[src/rtl/mux_pkg.sv]
// Shared constants and helpers for the arbitrated channel mux.
// Imported by the arbiter and the top-level datapath.
package mux_pkg;

  localparam int DEF_WIDTH    = 8;
  localparam int DEF_CHANNELS = 4;

  // Ceiling log2, with a floor of 1 so a 1-bit index always exists.
  function automatic int clog2(input int n);
    int r;
    r = 1;
    for (int i = 1; i < 31; i++) begin
      if ((1 << i) < n) r = i + 1;
    end
    return r;
  endfunction

endpackage

[src/rtl/rr_arbiter.sv]
// Combinational arbiter: fixed priority (lowest index wins) or
// round robin searching upward from ptr with wrap-around.
module rr_arbiter
  import mux_pkg::*;
#(
  parameter int CHANNELS = DEF_CHANNELS,
  parameter int SEL_W    = clog2(CHANNELS)
) (
  input  logic [CHANNELS-1:0] req_i,
  input  logic                mode_i,
  input  logic [SEL_W-1:0]    ptr_i,
  output logic [CHANNELS-1:0] gnt_o,
  output logic [SEL_W-1:0]    idx_o
);

  // Scan candidates from last to first so the earliest
  // position in search order is the one that sticks.
  always_comb begin
    logic [SEL_W-1:0] j;
    j     = '0;
    gnt_o = '0;
    idx_o = '0;
    for (int k = CHANNELS - 1; k >= 0; k--) begin
      if (mode_i)
        j = SEL_W'((int'(ptr_i) + k) % CHANNELS);
      else
        j = SEL_W'(k);
      if (req_i[j]) begin
        gnt_o    = '0;
        gnt_o[j] = 1'b1;
        idx_o    = j;
      end
    end
  end

endmodule

[src/rtl/arb_mux.sv]
// N-to-1 arbitrated mux with a single registered output slot.
// One-cycle latency, full throughput when downstream is ready.
module arb_mux
  import mux_pkg::*;
#(
  parameter  int WIDTH    = DEF_WIDTH,
  parameter  int CHANNELS = DEF_CHANNELS,
  localparam int SEL_W    = clog2(CHANNELS)
) (
  input  logic                      clk,
  input  logic                      rst_n,
  input  logic                      mode,
  input  logic [CHANNELS*WIDTH-1:0] in_data,
  input  logic [CHANNELS-1:0]       in_valid,
  output logic [CHANNELS-1:0]       in_ready,
  output logic [WIDTH-1:0]          out_data,
  output logic [SEL_W-1:0]          out_sel,
  output logic                      out_valid,
  input  logic                      out_ready
);

  logic [WIDTH-1:0]    data_q, data_d;
  logic [SEL_W-1:0]    sel_q, sel_d;
  logic                valid_q, valid_d;
  logic [SEL_W-1:0]    ptr_q, ptr_d;

  logic [CHANNELS-1:0] gnt;
  logic [SEL_W-1:0]    idx;
  logic                free;
  logic                grant;

  rr_arbiter #(
    .CHANNELS (CHANNELS),
    .SEL_W    (SEL_W)
  ) u_arb (
    .req_i  (in_valid),
    .mode_i (mode),
    .ptr_i  (ptr_q),
    .gnt_o  (gnt),
    .idx_o  (idx)
  );

  // Accept only when the output slot can take a word and not in reset.
  always_comb begin
    free     = !valid_q || out_ready;
    in_ready = (rst_n && free) ? gnt : '0;
    grant    = |in_ready;
  end

  // Next state: load on grant, drain when consumed, else hold.
  always_comb begin
    data_d  = data_q;
    sel_d   = sel_q;
    valid_d = valid_q;
    ptr_d   = ptr_q;
    if (grant) begin
      data_d  = in_data[idx*WIDTH +: WIDTH];
      sel_d   = idx;
      valid_d = 1'b1;
      if (mode) begin
        if (idx == SEL_W'(CHANNELS - 1))
          ptr_d = '0;
        else
          ptr_d = idx + SEL_W'(1);
      end
    end else if (out_ready) begin
      valid_d = 1'b0;
    end
  end

  // Output slot and round-robin pointer; reset discards any held word.
  always_ff @(posedge clk) begin
    if (!rst_n) begin
      data_q  <= '0;
      sel_q   <= '0;
      valid_q <= 1'b0;
      ptr_q   <= '0;
    end else begin
      data_q  <= data_d;
      sel_q   <= sel_d;
      valid_q <= valid_d;
      ptr_q   <= ptr_d;
    end
  end

  assign out_data  = data_q;
  assign out_sel   = sel_q;
  assign out_valid = valid_q;

endmodule

[config.mk]
export PLATFORM = sky130hd
export DESIGN_NAME = arb_mux
export DESIGN_NICKNAME = d
export VERILOG_FILES = /design/src/rtl/mux_pkg.sv /design/src/rtl/rr_arbiter.sv /design/src/rtl/arb_mux.sv
export SDC_FILE = /design/constraint.sdc
export NUM_CORES = 1
export LEC_CHECK = 0
export CAP_MARGIN = 20
export CORE_MARGIN = 2
export CORE_UTILIZATION = 35
export DETAILED_ROUTE_END_ITERATION = 7
export GPL_ROUTABILITY_DRIVEN = 0
export PLACE_DENSITY = 0.68
export SLEW_MARGIN = 30
export SYNTH_ARGS = -nofsm -noshare
export SYNTH_HDL_FRONTEND = slang
export SYNTH_SLANG_ARGS = --single-unit
[constraint.sdc]
create_clock -name clk -period 3.1 [get_ports clk]
set_input_delay 0.465 -clock clk [delete_from_list [all_inputs] [get_ports clk]]
set_output_delay 0.465 -clock clk [all_outputs]
set_load 0.01 [all_outputs]
==> metrics.cfg <==
[floorplan]
die_h_um=65.5
initial_utilization_pct=36.4
io_pins=55
die_w_um=65.5
rows=22
coreArea_mm2=0.00363
die_area_mm2=0.00429

[timing]
worstMarginPinSlew_ns=0.376
clock_skew_ns=0.00387
rsz0062_at_grt=false
min_period_over_period_pct=87.3
max_freq_mhz=369
fin_crit_ns=2.71
slew_viol_final=0
post-route-worst-setup-slack_ns=0.393
slew_headroom_pct=75.0
setup_viol=0
finalHoldViolations=0

[global_routing]
grt_usage_pct=18.6
antenna_found_initial=0
grt_max_degree=18
grt_pass1_wl_um=6410
grt_pass1_vias=1394
overflow=0

[drt]
remaining_drc_errors=0
drt_iter0_drc=71
routed-wl-met2_um=2010
wl_um=3880
avgViaCountPerCell=5.40
dr.max_layer_used=met4
drtPass1Iterations=4
vias=1474
m1WireLength_um=1620
wl_met3_um=227
wl_per_cell_um=14.2
ant_nets=0

[logic_synthesis]
syn-num-nets=200
synthArstFlopShare_pct=0
synth-seq-area-share_pct=19.7
avgSynthCellArea_um2=8.32
yosysTopAreaCell=dfxtp_1
syn_area_mm2=0.00132
yosys-top-cells-area=dfxtp_1 (20%), mux2i_1 (15%), mux2_2 (8.5%)
synth_ff_type=dfxtp_1
synth_edf_count=0
postSynthCellCount=159
ys_ff_latch=13
ys_types=49
netlist_top_cells_count=mux2i_1 (20), dfxtp_1 (13), o21ai_1 (11)
synth_top_area_share_pct=19.7
yosysMostFrequentCell=mux2i_1
yosysWarnings=0

[pwr]
cellPowerDensity_mw_per_mm2=744
power_w=0.00156
vdd_drop_max_v=0.000434
p_leak_nw=0.854

[clocking]
cts_root_buffer=clkbuf_8
cts_buffers=3
clkSinkCount=13
cts_tree=built
clk_pin_slew_worst_paths_ns=0.05
htreeDepth=1
ctsLongestPathBuffers=2
clkLatencyLatePin_ns=0.24

[setup_path]
cp.required_ns=2.63
path_max_fanout=4
start_kind=input pin
cp_data_arrival_time_ns=2.24
crit_type=in2out
cp-end-kind=output port

[place]
dp_hpwl_um=3160
io_buffers=54
pre_cts_slack_ns=-0.0944

[cells_and_area]
fillers=335
nets=267
drive_gt1_share_pct=23.6
synthToLayoutAreaGrowth_pct=58.3
multi_input_area_um2=961
final-seq-area_um2=260
diodes=0

[run_status]
outcome=finished, final reports clean

[run]
timing.max_cap.violations=0

[hold_path]
min_path_type=reg2reg

[per-stage QoR]
stage | instances | TNS [ns] | util [%] | hold slack [ns] | cell area, um2
floorplan | 159 | 0 | - | 0.481 | 1320
global placement | 268 | -0.0131 | 55.8 | 0.446 | 2030
detailed placement | 268 | -0.112 | 55.8 | 0.450 | 2030
CTS | 273 | 0 | 57.2 | 0.458 | 2080
global route | 273 | 0 | 57.6 | 0.477 | 2090
finish | 273 | 0 | 57.6 | 0.454 | 2090
[cell families (layout without fill, tap and decap cells)]
| group | Yosys count | after routing | share of synthesized area, % |
|---|---|---|---|
| multiplexers | 30 | 30 | 23.7 |
| buffers and inverters | 23 | 89 | 8.99 |
| AO/OA/AOI/OAI | 48 | 48 | 28.3 |
| AND/OR/NAND/NOR | 44 | 44 | 18.4 |
| adder cells (fa/ha/maj) | 1 | 1 | 0.946 |
| flip-flops | 13 | 13 | 19.7 |
[layout make-up]
class	instances	share of cell area, %
Clock buffer	4	2.15
Tap cell	48	2.87
Multi-Input combinational cell	123	45.9
Timing Repair Buffer	78	35.4
Inverter	7	1.26
Sequential cell	13	12.4
[cell usage in the layout, fill, tap and decap left out, types with 3 or more instances in the layout]
| cell | instances |
|---|---|
| dfxtp_1 | 13 |
| nor2_1 | 8 |
| nand2_1 | 6 |
| inv_1 | 6 |
| clkdlybuf4s50_1 | 48 |
| dlymetal6s2s_1 | 4 |
| clkbuf_8 | 3 |
| nand2b_1 | 4 |
| nand3_1 | 9 |
| a211oi_2 | 3 |
| mux2i_1 | 20 |
| mux2_2 | 10 |
| buf_4 | 23 |
| a21oi_1 | 7 |
| o21ai_0 | 3 |
| o21ai_1 | 10 |
| nor3b_1 | 4 |
[report_power, final]
group | internal [W] | leakage, nW | total (W) | switching (W)
Combinational | 0.000593 | 0.723 | 0.00111 | 0.000517
Sequential | 0.000245 | 0.108 | 0.000301 | 0.0000559
Clock | 0.0000904 | 0.0228 | 0.000145 | 0.0000549
Total | 0.000929 | 0.854 | 0.00156 | 0.000628
[final timing paths]
check	cells past startpoint	end	from	slack, ns
min	2	out_data[4]$_SDFFE_PN0P_	out_data[4]$_SDFFE_PN0P_	0.45
max	6	in_ready[1]	in_valid[1]	0.39
max reg2reg	11	out_data[0]$_SDFFE_PN0P_	ptr_q[0]$_SDFFE_PN0P_	0.54
min reg2reg	2	out_data[4]$_SDFFE_PN0P_	out_data[4]$_SDFFE_PN0P_	0.45
[critical path, cell delays in order]
cell             delay (ns)
clkdlybuf4s50_1        0.53
mux2_2                 0.20
o22ai_2                0.07
or4_4                  0.45
a311oi_4               0.32
dlymetal6s2s_1         0.20
[flip-flops by register name, summed over array words and instances, names as in the netlist]
name       count
out_data       8
out_sel        2
out_valid      1
ptr_q          2
[repair_timing]
| action | CTS | global route |
|---|---|---|
| hold endpoints to repair | 0 | 0 |
| hold buffers | 0 | 0 |
| setup endpoints to repair | 4 | 4 |
| gates cloned | 0 | 0 |
| resized for setup | 3 | 5 |
| pin swaps | 1 | 0 |
| buffers inserted | 1 | 0 |
[metal layers]
metal | vias to the layer above | global-route usage [%]
met5 | - | 0
met4 | 0 | 3.65
met3 | 6 | 3.42
met2 | 62 | 31.8
met1 | 677 | 24.6
li1 | 729 | -
Power figures use the tool's default switching activity.
